File: src/rtl/latch_seq_if.sv
// Controller-side request/status bundle for the ONFI command/address latch sequencer.
// The master (controller FSM) requests bursts; the slave (sequencer) reports busy/done.
interface latch_seq_if #(
  parameter int DATA_W     = 16,
  parameter int MAX_CYCLES = 5,
  parameter int CNT_W      = 3
);
  logic                         start;
  logic                         latch_type;
  logic [CNT_W-1:0]             count;
  logic [MAX_CYCLES*DATA_W-1:0] data_in;
  logic                         abort;
  logic                         busy;
  logic                         done;

  modport master (
    output start, latch_type, count, data_in, abort,
    input  busy, done
  );

  modport slave (
    input  start, latch_type, count, data_in, abort,
    output busy, done
  );
endinterface

File: src/rtl/latch_seq.sv
// ONFI CLE/ALE latch sequencer: one start request issues 1..MAX_CYCLES timed WE# write
// cycles with programmable setup, pulse, gap and hold phases. All pin outputs registered.
module latch_seq #(
  parameter int DATA_W     = 16,
  parameter int MAX_CYCLES = 5,
  parameter int CNT_W      = 3,
  parameter int DLY_W      = 8,
  parameter int T_SETUP    = 1,
  parameter int T_WP       = 2,
  parameter int T_WH       = 2,
  parameter int T_CLH      = 2,
  parameter int T_ALH      = 2
) (
  input  logic              clk,
  input  logic              nreset,
  latch_seq_if.slave        ctl,
  output logic              cle,
  output logic              ale,
  output logic              we_n,
  output logic [DATA_W-1:0] dq_out,
  output logic              dq_oe
);

  // A zero-length phase would never terminate cleanly, so it is stretched to one cycle.
  localparam logic [DLY_W-1:0] L_SETUP = (T_SETUP < 1) ? DLY_W'(1) : DLY_W'(T_SETUP);
  localparam logic [DLY_W-1:0] L_WP    = (T_WP    < 1) ? DLY_W'(1) : DLY_W'(T_WP);
  localparam logic [DLY_W-1:0] L_WH    = (T_WH    < 1) ? DLY_W'(1) : DLY_W'(T_WH);
  localparam logic [DLY_W-1:0] L_CLH   = (T_CLH   < 1) ? DLY_W'(1) : DLY_W'(T_CLH);
  localparam logic [DLY_W-1:0] L_ALH   = (T_ALH   < 1) ? DLY_W'(1) : DLY_W'(T_ALH);

  typedef enum logic [2:0] {
    S_IDLE,
    S_SETUP,
    S_PULSE,
    S_GAP,
    S_HOLD
  } state_t;

  state_t             state_reg, state_next;
  logic [DLY_W-1:0]   dly_reg, dly_next;
  logic [CNT_W-1:0]   idx_reg, idx_next;
  logic [CNT_W-1:0]   cnt_reg, cnt_next;
  logic               type_reg, type_next;
  logic [DATA_W-1:0]  data_reg [MAX_CYCLES];

  logic               cle_reg, ale_reg, we_n_reg, dq_oe_reg, busy_reg, done_reg;
  logic [DATA_W-1:0]  dq_out_reg;
  logic               cle_next, ale_next, we_n_next, dq_oe_next, busy_next, done_next;
  logic [DATA_W-1:0]  dq_out_next;

  logic               accept;
  logic               active;
  logic               more_words;
  logic [CNT_W-1:0]   cnt_clamp;
  logic [DLY_W-1:0]   hold_len;
  logic [DATA_W-1:0]  word_next;
  logic [DATA_W-1:0]  in_word [MAX_CYCLES];

  for (genvar gi = 0; gi < MAX_CYCLES; gi++) begin : g_unpack
    assign in_word[gi] = ctl.data_in[gi*DATA_W +: DATA_W];
  end

  assign cnt_clamp  = (ctl.count > CNT_W'(MAX_CYCLES)) ? CNT_W'(MAX_CYCLES) : ctl.count;
  assign hold_len   = type_reg ? L_ALH : L_CLH;
  assign more_words = ((CNT_W+1)'(idx_reg) + (CNT_W+1)'(1)) < (CNT_W+1)'(cnt_reg);

  always_comb begin
    state_next = state_reg;
    dly_next   = dly_reg;
    idx_next   = idx_reg;
    cnt_next   = cnt_reg;
    type_next  = type_reg;
    done_next  = 1'b0;
    accept     = 1'b0;
    case (state_reg)
      S_IDLE: begin
        // abort outranks a simultaneous start
        if (ctl.start && !ctl.abort) begin
          accept    = 1'b1;
          type_next = ctl.latch_type;
          cnt_next  = cnt_clamp;
          idx_next  = '0;
          if (cnt_clamp == '0) begin
            done_next = 1'b1;
          end else begin
            state_next = S_SETUP;
            dly_next   = L_SETUP;
          end
        end
      end
      default: begin
        if (ctl.abort) begin
          state_next = S_IDLE;
          dly_next   = '0;
          idx_next   = '0;
        end else if (dly_reg > DLY_W'(1)) begin
          dly_next = dly_reg - DLY_W'(1);
        end else begin
          case (state_reg)
            S_SETUP: begin
              state_next = S_PULSE;
              dly_next   = L_WP;
            end
            S_PULSE: begin
              if (more_words) begin
                state_next = S_GAP;
                dly_next   = L_WH;
              end else begin
                state_next = S_HOLD;
                dly_next   = hold_len;
              end
            end
            S_GAP: begin
              state_next = S_SETUP;
              dly_next   = L_SETUP;
              idx_next   = idx_reg + CNT_W'(1);
            end
            S_HOLD: begin
              state_next = S_IDLE;
              dly_next   = '0;
              idx_next   = '0;
              done_next  = 1'b1;
            end
            default: begin
              state_next = S_IDLE;
              dly_next   = '0;
              idx_next   = '0;
            end
          endcase
        end
      end
    endcase
  end

  // Pins are derived from the upcoming state so they change together with it.
  always_comb begin
    active      = (state_next != S_IDLE);
    word_next   = accept ? in_word[0] : data_reg[idx_next];
    cle_next    = active && !type_next;
    ale_next    = active && type_next;
    we_n_next   = (state_next != S_PULSE);
    dq_oe_next  = active;
    dq_out_next = active ? word_next : '0;
    busy_next   = active;
  end

  always_ff @(posedge clk or negedge nreset) begin
    if (!nreset) begin
      state_reg  <= S_IDLE;
      dly_reg    <= '0;
      idx_reg    <= '0;
      cnt_reg    <= '0;
      type_reg   <= 1'b0;
      cle_reg    <= 1'b0;
      ale_reg    <= 1'b0;
      we_n_reg   <= 1'b1;
      dq_out_reg <= '0;
      dq_oe_reg  <= 1'b0;
      busy_reg   <= 1'b0;
      done_reg   <= 1'b0;
      for (int i = 0; i < MAX_CYCLES; i++) begin
        data_reg[i] <= '0;
      end
    end else begin
      state_reg  <= state_next;
      dly_reg    <= dly_next;
      idx_reg    <= idx_next;
      cnt_reg    <= cnt_next;
      type_reg   <= type_next;
      cle_reg    <= cle_next;
      ale_reg    <= ale_next;
      we_n_reg   <= we_n_next;
      dq_out_reg <= dq_out_next;
      dq_oe_reg  <= dq_oe_next;
      busy_reg   <= busy_next;
      done_reg   <= done_next;
      if (accept) begin
        for (int i = 0; i < MAX_CYCLES; i++) begin
          data_reg[i] <= in_word[i];
        end
      end
    end
  end

  assign cle      = cle_reg;
  assign ale      = ale_reg;
  assign we_n     = we_n_reg;
  assign dq_out   = dq_out_reg;
  assign dq_oe    = dq_oe_reg;
  assign ctl.busy = busy_reg;
  assign ctl.done = done_reg;

endmodule
File: src/flat_wrapper.sv
// flat-port wrapper written by rule: the top's interface ports become plain ports
module latch_seq_flat 
#(
  parameter int DATA_W     = 16,
  parameter int MAX_CYCLES = 5,
  parameter int CNT_W      = 3,
  parameter int DLY_W      = 8,
  parameter int T_SETUP    = 1,
  parameter int T_WP       = 2,
  parameter int T_WH       = 2,
  parameter int T_CLH      = 2,
  parameter int T_ALH      = 2
)
  (clk, nreset, cle, ale, we_n, dq_out, dq_oe, ctl_start, ctl_latch_type, ctl_count, ctl_data_in, ctl_abort, ctl_busy, ctl_done);
  latch_seq_if #(.DATA_W(DATA_W), .MAX_CYCLES(MAX_CYCLES), .CNT_W(CNT_W)) ctl_i ();
  input  logic clk;
  input  logic nreset;
  output logic cle;
  output logic ale;
  output logic we_n;
  output logic [DATA_W-1:0] dq_out;
  output logic dq_oe;
  input wire logic [$bits(ctl_i.start)-1:0] ctl_start;
  input wire logic [$bits(ctl_i.latch_type)-1:0] ctl_latch_type;
  input wire logic [$bits(ctl_i.count)-1:0] ctl_count;
  input wire logic [$bits(ctl_i.data_in)-1:0] ctl_data_in;
  input wire logic [$bits(ctl_i.abort)-1:0] ctl_abort;
  output wire logic [$bits(ctl_i.busy)-1:0] ctl_busy;
  output wire logic [$bits(ctl_i.done)-1:0] ctl_done;
  assign ctl_i.start = ctl_start;
  assign ctl_i.latch_type = ctl_latch_type;
  assign ctl_i.count = ctl_count;
  assign ctl_i.data_in = ctl_data_in;
  assign ctl_i.abort = ctl_abort;
  assign ctl_busy = ctl_i.busy;
  assign ctl_done = ctl_i.done;
  latch_seq #(.DATA_W(DATA_W), .MAX_CYCLES(MAX_CYCLES), .CNT_W(CNT_W), .DLY_W(DLY_W), .T_SETUP(T_SETUP), .T_WP(T_WP), .T_WH(T_WH), .T_CLH(T_CLH), .T_ALH(T_ALH)) u_core (.clk(clk), .nreset(nreset), .ctl(ctl_i), .cle(cle), .ale(ale), .we_n(we_n), .dq_out(dq_out), .dq_oe(dq_oe));
endmodule
File: config.mk
export PLATFORM = sky130hd
export DESIGN_NAME = latch_seq_flat
export DESIGN_NICKNAME = d
export VERILOG_FILES = /design/src/rtl/latch_seq_if.sv /design/src/rtl/latch_seq.sv /design/src/flat_wrapper.sv
export SDC_FILE = /design/constraint.sdc
export NUM_CORES = 1
export LEC_CHECK = 0
export BUFFER_PORTS_ARGS = -buffer_cell sky130_fd_sc_hd__buf_2
export CAP_MARGIN = 20
export CELL_PAD_IN_SITES_DETAIL_PLACEMENT = 2
export CELL_PAD_IN_SITES_GLOBAL_PLACEMENT = 2
export CORE_MARGIN = 2
export CORE_UTILIZATION = 36
export DETAILED_ROUTE_END_ITERATION = 16
export PLACE_DENSITY = 0.83
export SYNTH_ARGS = -nofsm -noshare
export SYNTH_HDL_FRONTEND = slang
export SYNTH_SLANG_ARGS = --single-unit
File: constraint.sdc
create_clock -name clk -period 6.95 [get_ports clk]
set_input_delay 2.085 -clock clk [delete_from_list [all_inputs] [get_ports clk]]
set_output_delay 2.085 -clock clk [all_outputs]
set_load 0.05 [all_outputs]
---- Yosys cells after proc, flatten, opt, wreduce, memory -nomap -nowiden ----
Index checks and enable logic that the tools add are counted.
operators by class
  multipliers ............................. 0
  reduce and logical (&&, ||, !) cells .... 11
  shifts and indexed selects .............. 0
  $add $sub $neg .......................... 3
  multiplexer cells ....................... 34
  magnitude comparators ................... 4
  div/mod/pow operators ................... 0
  bitwise gates (word level) .............. 1
  eq/ne operators ......................... 7
operator list
  kind                                                 count
  2-to-1 mux 16 bit                                    4
  binary-select mux 16 bit (select 3 bit)              1
  2-to-1 mux 8 bit                                     5
  2-to-1 mux 3 bit                                     11
  2-to-1 mux 1 bit                                     10
  one-hot mux 3 bit (3 select lines)                   1
  > comparator 8 x 1 -> 1 bit, second input constant   1
  subtractor 8 x 1 -> 8 bit, second input constant     1
  equality test 3 x 2 -> 1 bit, second input constant  2
  zero test 3 bit                                      2
  one-hot mux 3 bit (2 select lines)                   1
  adder 3 x 1 -> 4 bit, second input constant          1
  >= comparator 4 bit, second input constant           1
  less-than comparator 4 x 3 -> 1 bit                  1
  NOT 3 -> 4 bit                                       1
  one-hot mux 2 bit (2 select lines)                   1
  AND reduction 2 bit                                  2
  adder 3 x 1 -> 3 bit, second input constant          1
  equality test 3 x 1 -> 1 bit, second input constant  1
  equality test 3 bit, second input constant           1
  > comparator 3 bit, second input constant            1
  logical AND 1 bit                                    3
  != test 3 x 2 -> 1 bit, second input constant        1
  nonzero test 3 bit                                   1
  4 further kinds                                      5
storage, ports and cells
  memories ................................ 0
  input bits .............................. 88
  bits in writable memories ............... 0
  bits in latches ......................... 0
  ROM bits ................................ 0
  word-level logic and storage cells ...... 76
  output and inout bits ................... 22
  register bits after elaboration ......... 119

---- Longest topological paths before layout ----
  depth after elaboration ................. 12
  mapped depth ............................ 11
  gate-level depth less buffers ........... 10

---- Worst setup path before layout ----
OpenSTA, ideal clock, no wires.
  path kind ............................... input -> register
  start point ............................. in ctl_abort
  end point ............................... reg u_core.dq_out_reg[5], in the netlist u_core.dq_out[5]
  stages on the path ...................... 7
  data required time ...................... 6.802 ns
  library setup time ...................... 0.148 ns
  arrival time ............................ 3.655 ns
  slack ................................... 3.147 ns
  path buffers ............................ 1
  path through ............................ nor4bb_1 and4_1 a221oi_2 a2111o_1 buf_6 a211oi_1 nor4_1
on the way
  longest elaborated chain between the ends .. 10
  elaborated cells on any way between the ends .. 17
  those cells by class .................... mux: 13; bitwise: 1; reduce/logical: 3
ends and longest elaborated chain
  item                                                   line                text
  from (decl)                                            flat_wrapper.sv:27  input wire logic [$bits(ctl_i.abort)-1:0] ctl_abort;
  zero test 1 bit                                        latch_seq.sv:78     if (ctl.start && !ctl.abort) begin
  logical AND 1 bit                                      latch_seq.sv:78
  2-to-1 mux 3 bit                                       latch_seq.sv:78
  2-to-1 mux 3 bit                                       latch_seq.sv:75     case (state_reg)
  NOT 3 -> 4 bit (not written as such)                   latch_seq.sv:138    word_next = accept ? in_word[0] : data_reg[idx_next];
  binary-select mux 16 bit (select 3 bit)                latch_seq.sv:138
  2-to-1 mux 16 bit (not written as such) (2 in series)  latch_seq.sv:138
  2-to-1 mux 16 bit                                      latch_seq.sv:138
  2-to-1 mux 16 bit (*)                                  latch_seq.sv:143    dq_out_next = active ? word_next : '0;
  named net u_core.dq_out_next[5]                        latch_seq.sv:49     logic [DATA_W-1:0] dq_out_next;
  to (signal assigned)                                   latch_seq.sv:173    dq_out_reg <= dq_out_next;
  to (decl)                                              latch_seq.sv:47     logic [DATA_W-1:0] dq_out_reg;
The timed path passes the listed nets; every way through them passes the cells marked *. The select of a mux whose other input is x is not followed.
A chain may end at the register's enable or synchronous reset.

---- Worst setup path after layout ----
  start point ............................. in ctl_abort
  end point ............................... reg u_core.dq_out_reg[6], in the netlist u_core.dq_out[6]
Same word-level chain as after synthesis.

==> metrics.txt <==
syn_nets=731; YS warnings=0; post-CTS sizing=0; status=finished clean; Cell Count, Final, Fillers Out=between 900 and 1000; synthesized area=between 5000 and 6000 um^2; combinational family with the most area after synthesis=simple AND/OR/NAND/NOR gates; sequential share of the synthesized area=52.2%; Synth-to-Final Area Change=22.8%; height of the die=130 um; Pre-antenna DRT Iters=4; pin slew with the least headroom to its limit=approximately 1.1 ns; unrepaired setup endpoints after global routing=no; vias in the first global route=~5700; core area=15700 um^2; CTS Buf Count=17; Synth Flop Type=dfrtp_1; Root Buffer=clkbuf_16; average wire per standard cell=between 20 and 25 um; most frequent cells in the layout=nand2_1 (261), dfrtp_1 (118), buf_2 (108), nor3b_1 (34), a211oi_1 (31); max-cap violation count=0; Post-Synth Simple-Gate Area=a little over 30%; fillers=approximately 1800; Worst Hold Class=reg -> reg; Reg area=2980 um^2; Worst Path Required=approximately 7.2 ns; mux share of post-synthesis cell area=0.175%; initial drt markers=258; Max stage delay cell, worst path=buf_4; post-route cell area=between 7000 and 8000 um^2; FF-to-FF End=u_core.dq_out[6]$_DFF_PN0_; io pins=110; FMAX=roughly 210 MHz; hpwl dp=roughly 14000 um; Worst EP arrival=~4.9 ns; fin crit period=4.67 ns; kind of start point of the critical path=input port; Syn Area/Cell=roughly 9 um^2; via count of the routed design=about 5300; Overall Global Routing Usage=roughly 26%; relative slew slack=between 20% and 30%; Max Slew Vio Count=0; first-pass GRT wire length=roughly 32000 um; Setup CP Type=in -> reg; Setup violations, final=0; max FFs per register=80; die footprint=between 15000 and 20000 um^2; Clock Sinks=approximately 120; crit path capture=u_core.dq_out[6]$_DFF_PN0_; WL final=about 21000 um; antenna violations before repair=0; launching point of the worst reg2reg path=u_core.dly_reg[0]$_DFFE_PN0P_; postcts setup bufs=0; complex-gate fraction of the synthesized area=11.1%; CP Cell Sequence=buf_2 > nor4bb_1 > nand4_1 > nor2_4 > buf_4 > or2_1 > buf_16 > a211oi_1 > nor4_1; Mapped Cells=approximately 640; R2R depth=10; Worst path top cell family by delay=simple AND/OR/NAND/NOR gates; H-tree levels=4; Async SR Flop Fraction=100%; Residual DRC=0; largest net degree at the start of global routing=103; reg2reg setup slack=3.31 ns; Tcrit/Tclk final=between 60% and 70%; PortBufs=about 110; Leak Pwr=3.50 nW; cell accounting for the most synthesized area=dfrtp_1; Buf+Inv Stages, Crit Path=3; top cell type's share of synthesized area=a little over 50%; EDFF count, synth=0; Cell Area, Placed=about 6400 um^2; peak supply drop=approximately 0.19 mV; # diodes=0; Final Wtd Congestion=0.795; clock buffer depth=2; GRT overflow=0; Post-Place Cells=slightly above 900; remaining antenna violation count=0; hold_ws=between 0.4 and 0.5 ns; clock skew=~0.0094 ns; crit-path max cell delay=~0.48 ns; row cnt=between 40 and 50; NumNets Final=between 800 and 900; Clock Latency Late Sink=approximately 0.43 ns; share of cells above drive strength 1=between 20 and 25%; CP max FO=49; Hold Fails Final Rpt=0; area share of fa/ha/maj cells after synthesis=1.27%; Pwr Density=~480 nW/um^2; cts hold-fix bufs=0; Worst path depth=9; Synth cell types=50; main area contributors after synthesis=dfrtp_1 (52%), nand2_1 (17%), nor3b_1 (4.5%), a211oi_1 (4.1%), nor4bb_1 (3.0%); Worst-path clk slew=roughly 0.05 ns; final setup TNS=0 ns; Post-Synth XOR/XNOR Area=0.307%; starting utilization of the core area=36.3%; crit path from=ctl_abort; Setup crit end kind=flop; Yosys reg bits=~120; TritonCTS clock tree=built; Die W=around 130 um; vias per cell=about 5.5; Multi-input gate area=~2500 um^2; commonest non-fill, non-tap cell in the layout=nand2_1
-- worst min path at each step --
| stage | slack (ns) | depth (start not counted) | start | endpoint |
|---|---|---|---|---|
| after floorplan | 0.44 | 2 | u_core.data_reg[32]$_DFFE_PN0P_ | u_core.data_reg[32]$_DFFE_PN0P_ |
| after CTS | 0.48 | 2 | u_core.data_reg[67]$_DFFE_PN0P_ | u_core.data_reg[67]$_DFFE_PN0P_ |
| after detailed placement | 0.46 | 2 | u_core.data_reg[78]$_DFFE_PN0P_ | u_core.data_reg[78]$_DFFE_PN0P_ |
| final | 0.48 | 2 | u_core.data_reg[14]$_DFFE_PN0P_ | u_core.data_reg[14]$_DFFE_PN0P_ |
| after global placement | 0.45 | 2 | u_core.data_reg[65]$_DFFE_PN0P_ | u_core.data_reg[65]$_DFFE_PN0P_ |
| after global routing | 0.50 | 2 | u_core.data_reg[0]$_DFFE_PN0P_ | u_core.data_reg[0]$_DFFE_PN0P_ |
-- power by group --
part | switching (W) | leakage [nW] | internal, W
registers | 0.000262 | 1.51 | 0.000994
logic | 0.000796 | 1.71 | 0.000410
clock network | 0.000332 | 0.288 | 0.000570
total | 0.00139 | 3.50 | 0.00197
-- cell usage after synthesis, drive strengths merged (2+ instances only) --
library cell	number
clkbuf	29
o22ai	17
o31ai	2
a31oi	3
inv	9
nor2	11
nand2	262
nor3b	34
nor4bb	17
o2111ai	3
nor2b	3
xnor2	2
nand4b	2
nand3	3
or2	3
a211oi	32
a21oi	9
dfrtp	118
buf	16
nor3	6
o21ai	17
ha	5
nor4	17
or3	2
a221oi	2
and3	2
-- layout make-up --
type / instances / area share (%)
repair buffers: 116 / 8.86
clock buffers: 19 / 6.32
flip-flops and latches: 119 / 42.5
multi-input cells: 465 / 35.7
inverters: 9 / 0.482
clock inverters: 13 / 2.21
well taps: 216 / 3.86
-- tightest hold or removal path, delay by kind of cell, from the launching register on --
family,cells,cell delay [ns]
DFF,1,0.34
and+or+nand+nor,2,0.11
-- cells by family after synthesis --
family / after synthesis
buf+inv: 54
flops: 119
fa+ha+maj: 6
compound gates: 88
simple gates: 368
xor+xnor: 2
mux: 1
-- stage by stage --
stage	total power (W)	util [%]	setup WS [ns]
5_1_grt	0.00356	44.6	2.15
6_report	0.00336	44.6	2.28
4_1_cts	0.00337	44.4	1.92
3_3_place_gp	0.00231	40.6	1.98
3_5_place_dp	0.00241	40.6	1.65
2_1_floorplan	0.00199	-	3.15
-- routing by layer --
metal  global-route usage [%]  up-vias  share of wire [%]  wire [um]
met4                     11.1        0                4.2        881
met2                     45.3      143                 52      11000
met5                        0        -                  0          0
met1                     29.9     2734                 40       8370
li1                         -     2365                  -          -
met3                     5.29       49                3.8        793
(Power assumes the default switching activity.)
